==> src/rtl/sad_search.sv <==
// Block-matching SAD search: sums |A-B| over each candidate block,
// writes every per-candidate SAD and reports the minimum and its index.
module sad_search #(
  parameter int D_WIDTH   = 8,
  parameter int A_WIDTH   = 15,
  parameter int BLK_LEN   = 256,
  parameter int NUM_CAND  = 4,
  parameter int SAD_WIDTH = 32,
  localparam int IDX_W    = (NUM_CAND > 1) ? $clog2(NUM_CAND) : 1
) (
  input  logic                 Clk,
  input  logic                 Rst,
  input  logic                 Go,
  output logic [A_WIDTH-1:0]   A_Addr,
  output logic                 A_En,
  input  logic [D_WIDTH-1:0]   A_Data,
  output logic [A_WIDTH-1:0]   B_Addr,
  output logic                 B_En,
  input  logic [D_WIDTH-1:0]   B_Data,
  output logic [IDX_W-1:0]     C_Addr,
  output logic [SAD_WIDTH-1:0] C_Data,
  output logic                 C_We,
  output logic                 Busy,
  output logic                 Done,
  output logic [SAD_WIDTH-1:0] SAD_Out,
  output logic [IDX_W-1:0]     Min_Idx
);

  typedef enum logic [2:0] {
    S_IDLE, S_READ, S_DRAIN, S_STORE, S_DONE
  } state_t;

  localparam int XW = ((SAD_WIDTH > D_WIDTH) ? SAD_WIDTH : D_WIDTH) + 1;
  localparam logic [A_WIDTH-1:0] I_LAST = A_WIDTH'(BLK_LEN - 1);
  localparam logic [IDX_W-1:0]   K_LAST = IDX_W'(NUM_CAND - 1);
  localparam logic [XW-1:0]      SAT    = XW'({SAD_WIDTH{1'b1}});

  state_t                 state_q, state_d;
  logic [IDX_W-1:0]       k_q, k_d;
  logic [SAD_WIDTH-1:0]   acc_q, acc_d;
  logic [SAD_WIDTH-1:0]   min_q, min_d;
  logic [IDX_W-1:0]       midx_q, midx_d;
  logic [A_WIDTH-1:0]     a_addr_q, a_addr_d;
  logic [A_WIDTH-1:0]     b_addr_q, b_addr_d;
  logic                   en_q, en_d;
  logic [IDX_W-1:0]       c_addr_q, c_addr_d;
  logic [SAD_WIDTH-1:0]   c_data_q, c_data_d;
  logic                   c_we_q, c_we_d;
  logic                   busy_q, busy_d;
  logic                   done_q, done_d;
  logic [SAD_WIDTH-1:0]   sad_q, sad_d;
  logic [IDX_W-1:0]       idx_q, idx_d;

  logic [D_WIDTH-1:0]     diff;
  logic [XW-1:0]          sum_x;
  logic [SAD_WIDTH-1:0]   acc_add;
  logic                   lt;

  always_comb begin
    diff = (A_Data > B_Data) ? (A_Data - B_Data) : (B_Data - A_Data);
    sum_x = XW'(acc_q) + XW'(diff);
    // Saturate instead of wrapping so a huge SAD never looks small.
    acc_add = (sum_x > SAT) ? {SAD_WIDTH{1'b1}} : sum_x[SAD_WIDTH-1:0];
    lt = acc_q < min_q;
  end

  always_comb begin
    state_d  = state_q;
    k_d      = k_q;
    acc_d    = acc_q;
    min_d    = min_q;
    midx_d   = midx_q;
    a_addr_d = a_addr_q;
    b_addr_d = b_addr_q;
    c_addr_d = c_addr_q;
    c_data_d = c_data_q;
    sad_d    = sad_q;
    idx_d    = idx_q;
    unique case (state_q)
      S_IDLE: begin
        if (Go) begin
          state_d  = S_READ;
          k_d      = '0;
          acc_d    = '0;
          min_d    = '1;
          midx_d   = '0;
          a_addr_d = '0;
          b_addr_d = '0;
        end
      end
      S_READ: begin
        if (a_addr_q != '0) acc_d = acc_add;
        if (a_addr_q == I_LAST) begin
          state_d = S_DRAIN;
        end else begin
          a_addr_d = a_addr_q + A_WIDTH'(1);
          b_addr_d = b_addr_q + A_WIDTH'(1);
        end
      end
      S_DRAIN: begin
        acc_d    = acc_add;
        c_data_d = acc_add;
        c_addr_d = k_q;
        state_d  = S_STORE;
      end
      S_STORE: begin
        if (lt) begin
          min_d  = acc_q;
          midx_d = k_q;
        end
        if (k_q == K_LAST) begin
          state_d = S_DONE;
          sad_d   = lt ? acc_q : min_q;
          idx_d   = lt ? k_q : midx_q;
        end else begin
          state_d  = S_READ;
          k_d      = k_q + IDX_W'(1);
          acc_d    = '0;
          a_addr_d = '0;
          b_addr_d = b_addr_q + A_WIDTH'(1);
        end
      end
      S_DONE: state_d = S_IDLE;
      default: state_d = S_IDLE;
    endcase
    en_d   = (state_d == S_READ);
    c_we_d = (state_d == S_STORE);
    busy_d = (state_d != S_IDLE);
    done_d = (state_d == S_DONE);
  end

  always_ff @(posedge Clk or posedge Rst) begin
    if (Rst) begin
      state_q  <= S_IDLE;
      k_q      <= '0;
      acc_q    <= '0;
      min_q    <= '0;
      midx_q   <= '0;
      a_addr_q <= '0;
      b_addr_q <= '0;
      en_q     <= 1'b0;
      c_addr_q <= '0;
      c_data_q <= '0;
      c_we_q   <= 1'b0;
      busy_q   <= 1'b0;
      done_q   <= 1'b0;
      sad_q    <= '0;
      idx_q    <= '0;
    end else begin
      state_q  <= state_d;
      k_q      <= k_d;
      acc_q    <= acc_d;
      min_q    <= min_d;
      midx_q   <= midx_d;
      a_addr_q <= a_addr_d;
      b_addr_q <= b_addr_d;
      en_q     <= en_d;
      c_addr_q <= c_addr_d;
      c_data_q <= c_data_d;
      c_we_q   <= c_we_d;
      busy_q   <= busy_d;
      done_q   <= done_d;
      sad_q    <= sad_d;
      idx_q    <= idx_d;
    end
  end

  assign A_Addr  = a_addr_q;
  assign A_En    = en_q;
  assign B_Addr  = b_addr_q;
  assign B_En    = en_q;
  assign C_Addr  = c_addr_q;
  assign C_Data  = c_data_q;
  assign C_We    = c_we_q;
  assign Busy    = busy_q;
  assign Done    = done_q;
  assign SAD_Out = sad_q;
  assign Min_Idx = idx_q;

endmodule

==> config.mk <==
export PLATFORM = sky130hd
export DESIGN_NAME = sad_search
export DESIGN_NICKNAME = d
export VERILOG_FILES = /design/src/rtl/sad_search.sv
export SDC_FILE = /design/constraint.sdc
export NUM_CORES = 1
export LEC_CHECK = 0
export ABC_AREA = 1
export CORE_MARGIN = 2
export CORE_UTILIZATION = 52
export CTS_CLUSTER_DIAMETER = 30
export DETAILED_ROUTE_END_ITERATION = 16
export PLACE_DENSITY = 0.78
export SLEW_MARGIN = 20
export SYNTH_ARGS = -nofsm -noshare
export SYNTH_HDL_FRONTEND = slang
export SYNTH_SLANG_ARGS = --single-unit
==> constraint.sdc <==
create_clock -name Clk -period 5.76 [get_ports Clk]
set_input_delay 0.864 -clock Clk [delete_from_list [all_inputs] [get_ports Clk]]
set_output_delay 0.864 -clock Clk [all_outputs]
set_load 0.01 [all_outputs]
## Word-level counts from Yosys, hierarchy flattened

Cells that the tools add are included.
Widths: inputs -> output; s select.

- Flip-flop bits (word level): 173
- Output and inout bits: 103
- Word-level logic and storage cells: 72

- Add/subtract/negate cells: 6
- $lt $le $gt $ge: 3
- Equality and inequality tests: 12
- Multiplexer cells: 25
- Reduce and logical (&&, ||, !) cells: 11

Operator list:

| kind | number |
|---|---|
| $mux 32 | 6 |
| $pmux 32 s4 | 1 |
| $pmux 15 s3 | 2 |
| $mux 15 | 5 |
| $pmux 32 s2 | 1 |
| $add 32x8->33 | 1 |
| $gt 33x32->1 const B | 1 |
| $lt 32x32->1 | 1 |
| $add 15x1->15 const B | 2 |
| $sub 8x8->8 | 2 |
| $eq 15x8->1 const B | 1 |
| $reduce_bool 15->1 | 1 |
| $pmux 3 s4 | 1 |
| $eq 3x2->1 const B | 3 |
| $mux 3 | 3 |
| $gt 8x8->1 | 1 |
| $mux 8 | 1 |
| $ne 2x2->1 const B | 4 |
| $pmux 2 s2 | 2 |
| $reduce_and 4->1 | 2 |
| $eq 3x1->1 const B | 2 |
| $mux 2 | 3 |
| $reduce_bool 3->1 | 2 |
| $reduce_and 2->1 | 2 |
| 7 further kinds | 7 |

## Longest topological paths before layout

- Depth in word-level cells: 7
- Mapped depth: 27
- Depth with buffers taken out: 26

## Worst setup path before layout

OpenSTA, ideal clock, no wires.

- Path kind: input-to-reg
- From: input A_Data[0]
- To: register c_data_q[30] (netlist: C_Data[30])
- Library setup time: 0.065 ns
- Data arrival time: 3.777 ns
- Required time: 5.695 ns
- Setup slack: 1.917 ns
- Stages on the path: 26
- Buffers on the path: 2
- Cells stage by stage: inv_1 > ha_1 > inv_1 > fa_1 > inv_1 > o21ai_0 > nand2_1 > nand3_1 > nand2_1 > buf_2 > nand2_1 > o21ai_1 > xnor2_1 > inv_1 > ha_1 > nand2_2 > o21ai_4 > nand2_2 > nand2_2 > nand2_4 > nor3_4 > nand3_2 > buf_6 > nand2_2 > nand2_1 > nand2_1

- Word-level cells in the longest chain between the ends: 5

Ends and longest elaborated chain:

| item | line | text |
|---|---|---|
| start: declaration | 16 | `input logic [D_WIDTH-1:0] A_Data,` |
| $sub 8x8->8 / $gt 8x8->1 (equally long branches) | 60 | `diff = (A_Data > B_Data) ? (A_Data - B_Data) : (B_Data - A_Data);` |
| $mux 8 (*) | 60 |  |
| $add 32x8->33 (*) | 61 | `sum_x = XW'(acc_q) + XW'(diff);` |
| $gt 33x32->1 | 63 | `acc_add = (sum_x > SAT) ? {SAD_WIDTH{1'b1}} : sum_x[SAD_WIDTH-1:0];` |
| $mux 32 (*) | 63 |  |
| end signal: assignment | 159 | `c_data_q <= c_data_d;` |
| end: declaration | 47 | `logic [SAD_WIDTH-1:0] c_data_q, c_data_d;` |

Mark *: on every way between the ends. The rest lies on a longest branch, timed or not.
A chain may end at the register's enable or synchronous reset.

## Worst setup path after layout

- From: input A_Data[0]
- To: register acc_q[2]

- Word-level cells in the longest chain between the ends: 7

Ends and longest elaborated chain:

| item | line | text |
|---|---|---|
| $sub 8x8->8 / $gt 8x8->1 (equally long branches) | 60 |  |
| $mux 8 (*) | 60 |  |
| $add 32x8->33 (*) | 61 |  |
| $gt 33x32->1 | 63 |  |
| $mux 32 (*) | 63 |  |
| $mux 32 | 92 | `if (a_addr_q != '0) acc_d = acc_add;` |
| $pmux 32 s4 (*) | 79 | `unique case (state_q)` |
| end signal: assignment | 136 | `acc_q <= '0;` |
| end signal: assignment | 152 | `acc_q <= acc_d;` |
| end: declaration | 40 | `logic [SAD_WIDTH-1:0] acc_q, acc_d;` |

Mark *: on every way between the ends. The rest lies on a longest branch, timed or not. The select of a mux whose other input is x is not followed.

==> impl_metrics.json <==
{
  "antenna_cells": 0,
  "avgSynthCellArea_um2": 7.36,
  "via_count": 9411,
  "finalNonFillerCells": 1800,
  "synth_area_leaders": "dfrtp_1 41%, nand2_1 21%, ha_1 6.9%",
  "nNetsFinal": 1602,
  "cts_max_level": 4,
  "setup_viol": 0,
  "grt_overflow": 0,
  "report.final.slew_viol_count": 0,
  "clock_path_buffers": 2,
  "yosysTopAreaCell": "dfrtp_1",
  "dieHeight_um": 146,
  "drv_cap": 0,
  "dp.cells": 1768,
  "synth_fp_nets": 1501,
  "cts-root-buf": "clkbuf_16",
  "max_freq_mhz": 213,
  "tritoncts": "yes",
  "antenna_found_initial": 0,
  "insertion_delay_ns": 0.43,
  "grt_pass1_wl_um": 42900,
  "tns_ns": 0,
  "start_util_pct": 53.4,
  "async_reset_ff_share_pct": 100,
  "num_rows": 51,
  "ys_warn_count": 0,
  "final_cell_mix": "575 x nand2_1, 173 x dfrtp_1, 173 x inv_1, 121 x clkdlybuf4s50_1, 114 x nand3_1",
  "ios": 122,
  "status": "completed",
  "cts_buffers": 17,
  "critical_path.max_fanout": 14,
  "hpwl_um": 17900,
  "hold_slack_ns": 0.476,
  "wl_um": 25400,
  "post_cts_buffers": 0,
  "final_common_cell": "nand2_1",
  "area_growth_pct": 18.9,
  "ir_drop_v": 0.000211,
  "yosys.area.top_type_share_pct": 41.4,
  "grtUsageTotal_pct": 24.4,
  "detail-route-antenna-nets": 0,
  "syn_inst": 1421,
  "start_kind": "input pin",
  "wire_per_inst_um": 14.1,
  "dr.pass1.iters": 5,
  "cts.sinks": 173,
  "total_power_mw": 3.66,
  "synth.distinct_cells": 42,
  "ys_ff_latch": 173,
  "min_path_type": "reg -> reg",
  "crit_type": "in -> reg",
  "synth-main-ff-cell": "dfrtp_1",
  "port_buffers": 121,
  "finalHoldViolCount": 0,
  "grt_max_degree": 105,
  "core_mm2": 0.0196,
  "power.density_mw_per_mm2": 294,
  "grt_setup_unrepaired": "no",
  "initialDrtViolationCount": 647,
  "die-area_mm2": 0.0213,
  "ys_seq_area_share_pct": 41.4,
  "multi_input_area_mm2": 0.00523,
  "gp_congestion": 0.914,
  "period_minus_slack_ns": 4.70,
  "netlist_area_mm2": 0.0105,
  "post_cts_resized": 0,
  "die_x_um": 146,
  "drc_errors": 0,
  "postCtsHoldBufs": 0,
  "arrival_ns": 5.07,
  "regArea_mm2": 0.00433,
  "fillCellCount": 1715,
  "path_clk_slew_ns": 0.07,
  "slew-limit-headroom_pct": 28.7,
  "finClkSkew_ns": 0.00979,
  "p_leak_nw": 6.70,
  "worstMarginPinSlew_ns": 1.06,
  "critPathCaptureType": "register",
  "period_share_pct": 81.6,
  "viasPerCell": 5.23,
  "finish.utilization_pct": 63.5,
  "crit_required_ns": 6.13,
  "synth-edff-count": 0,
  "first_global_vias": 8875,
  "drive_above_1_share_pct": 5.86
}
critical path, cell delays in order:
cell and delay [ns]:
clkdlybuf4s50_1 0.42, inv_1 0.07, ha_1 0.16, inv_1 0.05
fa_1 0.36, inv_1 0.08, o21ai_0 0.11, nand2_1 0.08
nand3_1 0.11, nand2_1 0.29, nand2_1 0.15, a21oi_1 0.18
o21ai_1 0.08, nand2_1 0.07, inv_1 0.04, ha_1 0.34
nand2_1 0.09, nor2_1 0.13, nand2_2 0.07, nand2_2 0.14
nand2_4 0.09, nor3_4 0.20, nand3_2 0.28, buf_4 0.33
o21ai_0 0.13, nand2_1 0.08, nand2_1 0.08
worst paths after layout:
kind,startpoint,end,slack (ns),cells after the start
min in group asynchronous,Rst,SAD_Out[19],1.03,2
max,A_Data[0],acc_q[2],1.06,27
max in group asynchronous,Rst,acc_q[23],3.69,3
min reg2reg,SAD_Out[26],SAD_Out[26],0.48,2
max reg2reg,acc_q[21],SAD_Out[7],2.36,10
min,SAD_Out[26],SAD_Out[26],0.48,2
area by class of cell:
type | instances | share of cell area (%)
clock inverters | 11 | 0.865
inverters | 180 | 5.47
multi-input cells | 1020 | 42.0
flip-flops and latches | 173 | 34.8
well taps | 265 | 2.67
clock buffers | 21 | 3.86
repair buffers | 130 | 10.3
kinds of logic after synthesis:
group                      share of synthesized area (%)
DFF                                                 41.4
adders and majority gates                           7.51
muxes                                              0.215
xor gates and xnor gates                            3.35
buffers and inverters                               8.84
and+or+nand+nor                                     33.2
AOI/OAI and AO/OA                                   5.56
through the flow:
step                setup slack (ns)  cell area, um2
floorplan                      0.208           10500
global placement               0.769           11800
detailed placement             0.636           11800
CTS                             1.09           12400
global route                   0.560           12400
finish                          1.06           12400
state kept, by name, summed over array words and instances (netlist names):
signal   count
A_Addr      15
A_En         1
B_Addr      15
Busy         1
C_Addr       2
C_Data      32
C_We         1
Done         1
Min_Idx      2
SAD_Out     32
acc_q       32
k_q          2
midx_q       2
min_q       32
state_q      3
routing by layer:
layer  GRT usage (%)  share of wire, %  wire length [um]  up-vias
li1                -                 -                 -     4660
met1            34.3                46             11600     4395
met2            38.4                46             11500      315
met3            4.39               6.6              1670       41
met4            7.94               2.1               543        0
met5               0                 0                 0        -
where the power goes:
part / leakage (nW) / internal [mW] / total (mW) / switching, mW
Sequential: 2.14 / 1.27 / 1.36 / 0.0909
Clock: 0.286 / 0.645 / 1.14 / 0.496
Combinational: 4.27 / 0.384 / 1.16 / 0.773
cells in the mapped netlist, types with 3 or more instances:
cell type  instances
nor3_2             5
buf_6              5
nand2_2           19
fa_1               3
buf_2             19
ha_1              58
inv_1            175
o21a_1             3
nand4_1           15
buf_1              5
dfrtp_1          173
nor3_1            18
a21o_1             5
o21ai_0           30
nor2_1            40
o22ai_1           10
a21oi_1           46
xor2_1            35
clkbuf_1          17
nand3_2            7
inv_2              4
nor4_1             6
nand3_1          114
nand2_1          575
o21ai_1            6
xnor2_1            5
(Power assumes the default switching activity.)
